## config.mk

```make
export PLATFORM = sky130hd
export DESIGN_NAME = buffer_download_reader
export DESIGN_NICKNAME = d
export VERILOG_FILES = /design/src/rtl/buffer_download_reader.sv
export SDC_FILE = /design/constraint.sdc
export NUM_CORES = 1
export LEC_CHECK = 0
export CAP_MARGIN = 25
export CORE_MARGIN = 8
export CORE_UTILIZATION = 42
export CTS_CLUSTER_SIZE = 40
export DETAILED_ROUTE_END_ITERATION = 6
export PLACE_DENSITY = 0.71
export SLEW_MARGIN = 10
export SYNTH_ARGS = -nofsm -noshare
export SYNTH_HDL_FRONTEND = slang
export SYNTH_SLANG_ARGS = --single-unit
export TNS_END_PERCENT = 5
```

## constraint.sdc

```tcl
create_clock -name i_clk -period 1.9 [get_ports i_clk]
set_clock_uncertainty 0.1 [all_clocks]
set_input_delay 0.19 -clock i_clk [delete_from_list [all_inputs] [get_ports i_clk]]
set_output_delay 0.19 -clock i_clk [all_outputs]
set_load 0.05 [all_outputs]
```

## src/rtl/buffer_download_reader.sv

```systemverilog
// ----------------------------------------------------------------------------
// buffer_download_reader
//
// Drain side of one camera buffer. When the camera reports that its buffer is
// stable (i_ready_to_download) and the host asks for a download (i_start), the
// block walks the buffer from address 0. Each byte is fetched over the
// buffer's synchronous read port and offered to the host on a valid/ready
// byte stream. A finished download pulses o_done together with o_flush_req so
// the camera can empty its buffer. A cancelled download pulses o_error
// instead. A download is cancelled by a host abort, or by the camera leaving
// its idle state.
//
// Parameters
//   DEPTH   maximum number of entries in one camera buffer
//   ADDR_W  width of read address, fill level and byte count (2**ADDR_W > DEPTH)
//
// Ports
//   i_clk                system clock, all state on the rising edge
//   i_rst                asynchronous, active-high reset
//   i_start              host download request (level, sampled in IDLE)
//   i_abort              host cancel (sampled outside IDLE)
//   i_ready_to_download  camera idle, buffer contents stable
//   i_fill_level         entries currently held in the buffer
//   i_rd_data            buffer read data, valid one cycle after o_rd_en
//   o_rd_addr            buffer read address
//   o_rd_en              one-cycle buffer read strobe
//   o_out_byte           byte offered to the host
//   o_out_valid          o_out_byte valid, held until accepted
//   i_out_ready          host accepts; transfer = valid & ready at posedge
//   o_busy               high whenever a download is in progress
//   o_byte_count         bytes accepted in the current/last download
//   o_done               one-cycle pulse, download complete
//   o_flush_req          one-cycle pulse with o_done, camera empties buffer
//   o_error              one-cycle pulse, download cancelled
// ----------------------------------------------------------------------------
module buffer_download_reader #(
  parameter int DEPTH  = 10,
  parameter int ADDR_W = 4
) (
  input  logic              i_clk,
  input  logic              i_rst,
  input  logic              i_start,
  input  logic              i_abort,
  input  logic              i_ready_to_download,
  input  logic [ADDR_W-1:0] i_fill_level,
  input  logic [7:0]        i_rd_data,
  output logic [ADDR_W-1:0] o_rd_addr,
  output logic              o_rd_en,
  output logic [7:0]        o_out_byte,
  output logic              o_out_valid,
  input  logic              i_out_ready,
  output logic              o_busy,
  output logic [ADDR_W-1:0] o_byte_count,
  output logic              o_done,
  output logic              o_flush_req,
  output logic              o_error
);

  localparam logic [ADDR_W-1:0] LP_DEPTH = ADDR_W'(DEPTH);

  typedef enum logic [2:0] {
    S_IDLE,
    S_READ,
    S_WAIT,
    S_PRESENT,
    S_DONE
  } state_t;

  state_t            r_state;
  logic [ADDR_W-1:0] r_len;
  logic [ADDR_W-1:0] r_rd_addr;
  logic              r_rd_en;
  logic [7:0]        r_out_byte;
  logic              r_out_valid;
  logic              r_busy;
  logic [ADDR_W-1:0] r_byte_count;
  logic              r_done;
  logic              r_flush_req;
  logic              r_error;

  logic              w_cancel;
  logic              w_transfer;
  logic [ADDR_W-1:0] w_len_clamped;
  logic [ADDR_W-1:0] w_count_next;

  // A download is abandoned by a host abort, or when the camera stops
  // guaranteeing stable buffer contents.
  assign w_cancel      = i_abort | ~i_ready_to_download;
  assign w_transfer    = r_out_valid & i_out_ready;
  assign w_len_clamped = (i_fill_level > LP_DEPTH) ? LP_DEPTH : i_fill_level;
  assign w_count_next  = r_byte_count + ADDR_W'(1);

  // NOTE: all state and registered outputs use non-blocking assignments so
  // every branch below reads the values from before this clock edge.
  always_ff @(posedge i_clk or posedge i_rst) begin
    if (i_rst) begin
      r_state      <= S_IDLE;
      r_len        <= '0;
      r_rd_addr    <= '0;
      r_rd_en      <= 1'b0;
      r_out_byte   <= '0;
      r_out_valid  <= 1'b0;
      r_busy       <= 1'b0;
      r_byte_count <= '0;
      r_done       <= 1'b0;
      r_flush_req  <= 1'b0;
      r_error      <= 1'b0;
    end else begin
      // Strobes and pulses default low. Only the transition that needs them
      // raises them, which keeps each of them exactly one cycle wide.
      r_rd_en     <= 1'b0;
      r_done      <= 1'b0;
      r_flush_req <= 1'b0;
      r_error     <= 1'b0;

      case (r_state)
        S_IDLE: begin
          if (i_start && i_ready_to_download) begin
            r_len        <= w_len_clamped;
            r_byte_count <= '0;
            r_rd_addr    <= '0;
            r_busy       <= 1'b1;
            if (w_len_clamped == '0) begin
              r_state     <= S_DONE;
              r_done      <= 1'b1;
              r_flush_req <= 1'b1;
            end else begin
              r_state <= S_READ;
              r_rd_en <= 1'b1;
            end
          end
        end

        S_READ: begin
          if (w_cancel) begin
            r_state <= S_IDLE;
            r_busy  <= 1'b0;
            r_error <= 1'b1;
          end else begin
            r_state <= S_WAIT;
          end
        end

        S_WAIT: begin
          if (w_cancel) begin
            r_state <= S_IDLE;
            r_busy  <= 1'b0;
            r_error <= 1'b1;
          end else begin
            r_out_byte  <= i_rd_data;
            r_out_valid <= 1'b1;
            r_state     <= S_PRESENT;
          end
        end

        S_PRESENT: begin
          // A byte accepted on the cancel edge still reached the host, so it
          // is counted even though the download ends in an error.
          if (w_transfer) begin
            r_byte_count <= w_count_next;
          end
          if (w_cancel) begin
            r_state     <= S_IDLE;
            r_out_valid <= 1'b0;
            r_busy      <= 1'b0;
            r_error     <= 1'b1;
          end else if (w_transfer) begin
            r_out_valid <= 1'b0;
            if (w_count_next == r_len) begin
              r_state     <= S_DONE;
              r_done      <= 1'b1;
              r_flush_req <= 1'b1;
            end else begin
              r_rd_addr <= r_rd_addr + ADDR_W'(1);
              r_rd_en   <= 1'b1;
              r_state   <= S_READ;
            end
          end
        end

        S_DONE: begin
          r_state <= S_IDLE;
          r_busy  <= 1'b0;
        end

        default: begin
          r_state     <= S_IDLE;
          r_out_valid <= 1'b0;
          r_busy      <= 1'b0;
        end
      endcase
    end
  end

  assign o_rd_addr    = r_rd_addr;
  assign o_rd_en      = r_rd_en;
  assign o_out_byte   = r_out_byte;
  assign o_out_valid  = r_out_valid;
  assign o_busy       = r_busy;
  assign o_byte_count = r_byte_count;
  assign o_done       = r_done;
  assign o_flush_req  = r_flush_req;
  assign o_error      = r_error;

endmodule
```

## Word level (Yosys, flattened, before mapping)

Cells that the tools add are included.

| cells by class | value |
|---|---|
| add/subtract/negate cells | 2 |
| magnitude comparators | 1 |
| eq/ne operators | 12 |
| multiplexer cells | 37 |
| bitwise operators | 5 |
| reductions and logical operators | 13 |

Operator list:

| cell | number |
|---|---|
| two-way mux 4 bit | 6 |
| two-way mux 1 bit | 17 |
| case mux 4 bit (2 select lines) | 2 |
| two-way mux 3 bit | 5 |
| case mux 3 bit (4 select lines) | 1 |
| != test 2 bit (second input constant) | 5 |
| adder 4 x 1 -> 4 bit (second input constant) | 2 |
| AND reduction 2 bit | 4 |
| equality test 3 x 2 -> 1 bit (second input constant) | 2 |
| case mux 1 bit (2 select lines) | 3 |
| AND reduction 3 bit | 2 |
| OR reduction 3 bit | 2 |
| AND reduction 5 bit | 1 |
| equality test 4 bit | 1 |
| > comparator 4 bit (second input constant) | 1 |
| logical NOT 4 bit | 1 |
| two-way mux 2 bit | 2 |
| equality test 3 x 1 -> 1 bit (second input constant) | 1 |
| equality test 3 bit (second input constant) | 1 |
| logical NOT 3 bit | 1 |
| != test 3 bit (second input constant) | 1 |
| NOT 1 bit | 3 |
| case mux 1 bit (3 select lines) | 1 |
| != test 2 x 1 -> 1 bit (second input constant) | 1 |
| other kinds (4) | 4 |

| storage, ports and cells | value |
|---|---|
| register bits | 28 |
| input bits | 18 |
| logic and storage cells | 80 |

## Longest topological paths before layout

| logic depth | value |
|---|---|
| depth after elaboration | 6 |
| gate-level depth with buffers | 6 |
| mapped depth without buffers | 6 |

## Least setup slack after synthesis

No wires, ideal clock.

| path | value |
|---|---|
| path kind | flip-flop to flip-flop |
| from | register r_byte_count[0], in the netlist o_byte_count[0] |
| to | register r_rd_addr[3], in the netlist o_rd_addr[3] |
| setup time | 0.142 ns |
| arrival time | 1.965 ns |
| path slack | -0.307 ns |
| stages on the path, launching flop included | 7 |
| path buffers | 0 |
| period minus slack after synthesis | 2.207 ns |
| cells stage by stage | dfrtp_1 -> ha_1 -> xnor2_1 -> nand3_1 -> o32ai_2 -> or2_4 -> o31ai_4 |

| on the way | value |
|---|---|
| longest elaborated chain between the ends | 4 |

Ends and longest elaborated chain:

| item | RTL line | text |
|---|---|---|
| start: declaration | 76 | `logic [ADDR_W-1:0] r_byte_count;` |
| start signal: assignment | 160 | `r_byte_count <= w_count_next;` |
| adder 4 x 1 -> 4 bit | 91 | `assign w_count_next = r_byte_count + ADDR_W'(1);` |
| equality test 4 bit | 169 | `if (w_count_next == r_len) begin` |
| != test 2 bit (no source line) | -- |  |
| AND reduction 5 bit (no source line) | -- |  |
| end signal: assignment | 174 | `r_rd_addr <= r_rd_addr + ADDR_W'(1);` |
| end: declaration | 71 | `logic [ADDR_W-1:0] r_rd_addr;` |

Every way passes these cells.
A chain may end at the register's enable or synchronous reset.

## Worst setup path after layout

Ends and elaborated chain as after synthesis.

==> flow_metrics.env <==
export IMPL_cts_buffers=3
export IMPL_holdBufCountCts=0
export IMPL_finalCritPeriodShare_pct=99.3
export IMPL_endpoint_kind="flop"
export IMPL_outcome="complete, no violations"
export IMPL_dieArea_mm2=0.00533
export IMPL_start_util_pct=44.4
export IMPL_clk_latency_ps=330
export IMPL_drive_gt1_share_pct=28.0
export IMPL_grt_usage_pct=14.3
export IMPL_final_cell_area_mm2=0.00199
export IMPL_cellPowerDensity_mw_per_mm2=782
export IMPL_num_antenna_cells=0
export IMPL_wl_met3_um=341
export IMPL_ys_seq_area_share_pct=51.3
export IMPL_path_cells="ha_4 > xnor2_2 > nand3_2 > o32ai_4 > or2_4 > o31ai_4"
export IMPL_row_count=20
export IMPL_ys_types=34
export IMPL_grt_setup_unrepaired="yes"
export IMPL_cp_max_fo=6
export IMPL_syn_to_final_growth_pct=45.6
export IMPL_tns_ps=0
export IMPL_ant_nets=0
export IMPL_crit_family="flip-flops"
export IMPL_drt_initial_drc_count=36
export IMPL_cts_max_path_buffers=2
export IMPL_worst_path_buf_inv=0
export IMPL_power_leakage_nw=0.947
export IMPL_cts_root_buf="clkbuf_4"
export IMPL_htreeDepth=1
export IMPL_synth_edf_count=0
export IMPL_critPathMaxStageDelay_ps=480
export IMPL_setup_viol=0
export IMPL_start_kind="flop"
export IMPL_mostFrequentLayoutCell="clkdlybuf4s50_1"
export IMPL_rrSetupSlack_ps=10
export IMPL_wl_met1_mm=1.34
export IMPL_num_vias=1174
export IMPL_grt_max_degree=29
export IMPL_grt_pass1_vias=1320
export IMPL_ys_async_sr_fraction_pct=100
export IMPL_wl_met2_mm=1.67
export IMPL_layout_common_cells="31 x clkdlybuf4s50_1, 22 x nand2_1, 22 x dfrtp_1"
export IMPL_io_buffers=39
export IMPL_vdd_drop_max_mv=0.602
export IMPL_crit_required_ps=2020
export IMPL_worstSetupPathType="flop to flop"
export IMPL_path_clk_slew_ps=150
export IMPL_highest_layer="met4"
export IMPL_ioPinCount=40
export IMPL_grt_pass1_wl_mm=6.15
export IMPL_yosysWarnings=0
export IMPL_placed_area_mm2=0.00190
export IMPL_first_pass_iters=4
export IMPL_worstMarginPinSlew_ps=528
export IMPL_syn_mean_instance_area_um2=10.4
export IMPL_drv_slew=0
export IMPL_synth_cells=132
export IMPL_antenna_found_initial=0
export IMPL_gp_congestion=0.863
export IMPL_rr_startpoint="o_byte_count[0]$_DFFE_PP0P_"
export IMPL_cts_tree="yes"
export IMPL_final_critical_path_setup_slack_ps=14.2
export IMPL_hold_class="input pin to async pin"
export IMPL_rr_worst_depth=6
export IMPL_fp_coreArea_mm2=0.00308
export IMPL_syn_num_nets=152
export IMPL_ys_ff_latch=28
export IMPL_filler_cell_count=250
export IMPL_synth_area_mm2=0.00137
export IMPL_preCtsSetupSlack_ps=-124
export IMPL_relSlewSlack_pct=64.7
export IMPL_fp_dieW_um=73.0
export IMPL_reg2reg_to="o_rd_addr[3]$_DFFE_PP0P_"
export IMPL_cp_slowest_cell="dfrtp_2"
export IMPL_final_nets=207
export IMPL_drc=0
export IMPL_postRouteWirelength_mm=3.43
export IMPL_hpwl_mm=2.67
export IMPL_final_min_clock_period_ps=1890
export IMPL_die_y_um=73.0
export IMPL_grt_overflow_total=0
export IMPL_hold_viol_final=0
export IMPL_viasPerCell=5.10
export IMPL_synth_flop_cell="dfrtp_1"
export IMPL_cts_sinks=28
export IMPL_cp_arrival_ps=2000
export IMPL_fmax_ghz=0.530
export IMPL_drv_cap=0
export IMPL_wire_per_inst_um=14.9
-- worst reg2reg max path: cells and delay by family, from the launching register on --
| family | cells | cell delay (ps) |
|---|---|---|
| AO/OA/AOI/OAI | 2 | 450 |
| XOR/XNOR | 1 | 140 |
| adder cells (fa/ha/maj) | 1 | 270 |
| flip-flops | 1 | 480 |
| AND/OR/NAND/NOR | 2 | 340 |
-- worst max path at each step --
stage	from	end	slack (ps)	cells past startpoint
floorplan	o_byte_count[0]$_DFFE_PP0P_	o_rd_addr[3]$_DFFE_PP0P_	-1	6
global placement	i_out_ready	o_rd_addr[3]$_DFFE_PP0P_	10	6
detailed placement	i_out_ready	o_rd_addr[3]$_DFFE_PP0P_	-120	6
CTS	o_byte_count[0]$_DFFE_PP0P_	o_rd_addr[3]$_DFFE_PP0P_	-0.2	6
global route	o_byte_count[0]$_DFFE_PP0P_	o_rd_addr[1]$_DFFE_PP0P_	-60	7
finish	o_byte_count[0]$_DFFE_PP0P_	o_rd_addr[3]$_DFFE_PP0P_	10	6
-- timing repair --
action | in CTS | in global routing
resized for setup | 4 | 7
pin swaps | 0 | 7
endpoints found under the setup margin | 4 | 10
setup buffers | 0 | 5
-- synth_stat cells (all sizes together), types with 2 or more instances --
cell	count	area, um2
nand2	22	82.6
xor2	2	17.5
dfrtp	28	701
a21oi	7	35.0
nand3	7	35.0
ha	2	25.0
xnor2	4	35.0
and2	2	13.8
or2	3	21.3
nor2	7	26.3
mux2	8	90.1
o21ai	16	91.3
nand2b	2	12.5
buf	4	28.8
o31ai	3	36.3
nor3	3	15.0
-- layer usage --
metal / track usage, % / vias up
met5: 0 / -
met4: 5.33 / 0
met3: 6.18 / 9
met2: 24.0 / 37
met1: 15.6 / 562
li1: - / 566
-- power breakdown --
group / switching, mW / total, mW / internal (mW)
Clock: 0.175 / 0.292 / 0.117
Combinational: 0.330 / 0.545 / 0.215
Sequential: 0.0476 / 0.719 / 0.671
-- through the flow --
step	instances	utilization (%)	power (mW)	hold WS (ps)
finish	230	64.6	1.56	101
global route	230	64.6	1.63	134
CTS	225	62.7	1.56	99.0
detailed placement	221	61.6	1.27	392
global placement	221	61.6	1.26	386
floorplan	132	-	1.06	155
-- state kept, by name (all words and copies together), names as in the netlist --
register,count
o_busy,1
o_byte_count,4
o_error,1
o_flush_req,1
o_out_byte,8
o_out_valid,1
o_rd_addr,4
o_rd_en,1
r_len,4
r_state,3
-- cell families after synthesis --
group | count (synthesis) | share of synthesized area, %
multiplexers | 8 | 6.59
XOR/XNOR | 6 | 3.85
AO/OA/AOI/OAI | 29 | 14.3
flip-flops | 28 | 51.3
buffers and inverters | 5 | 2.38
AND/OR/NAND/NOR | 54 | 19.8
adder cells (fa/ha/maj) | 2 | 1.83
-- area by class of cell --
cell class | instances | area [um2] | share of cell area [%]
clock buffers | 4 | 36.3 | 1.82
inverters | 1 | 3.75 | 0.189
multi-input cells | 99 | 684 | 34.4
flip-flops and latches | 28 | 708 | 35.6
well taps | 44 | 55.1 | 2.77
repair buffers | 54 | 502 | 25.2
Power figures use the tool's default switching activity.
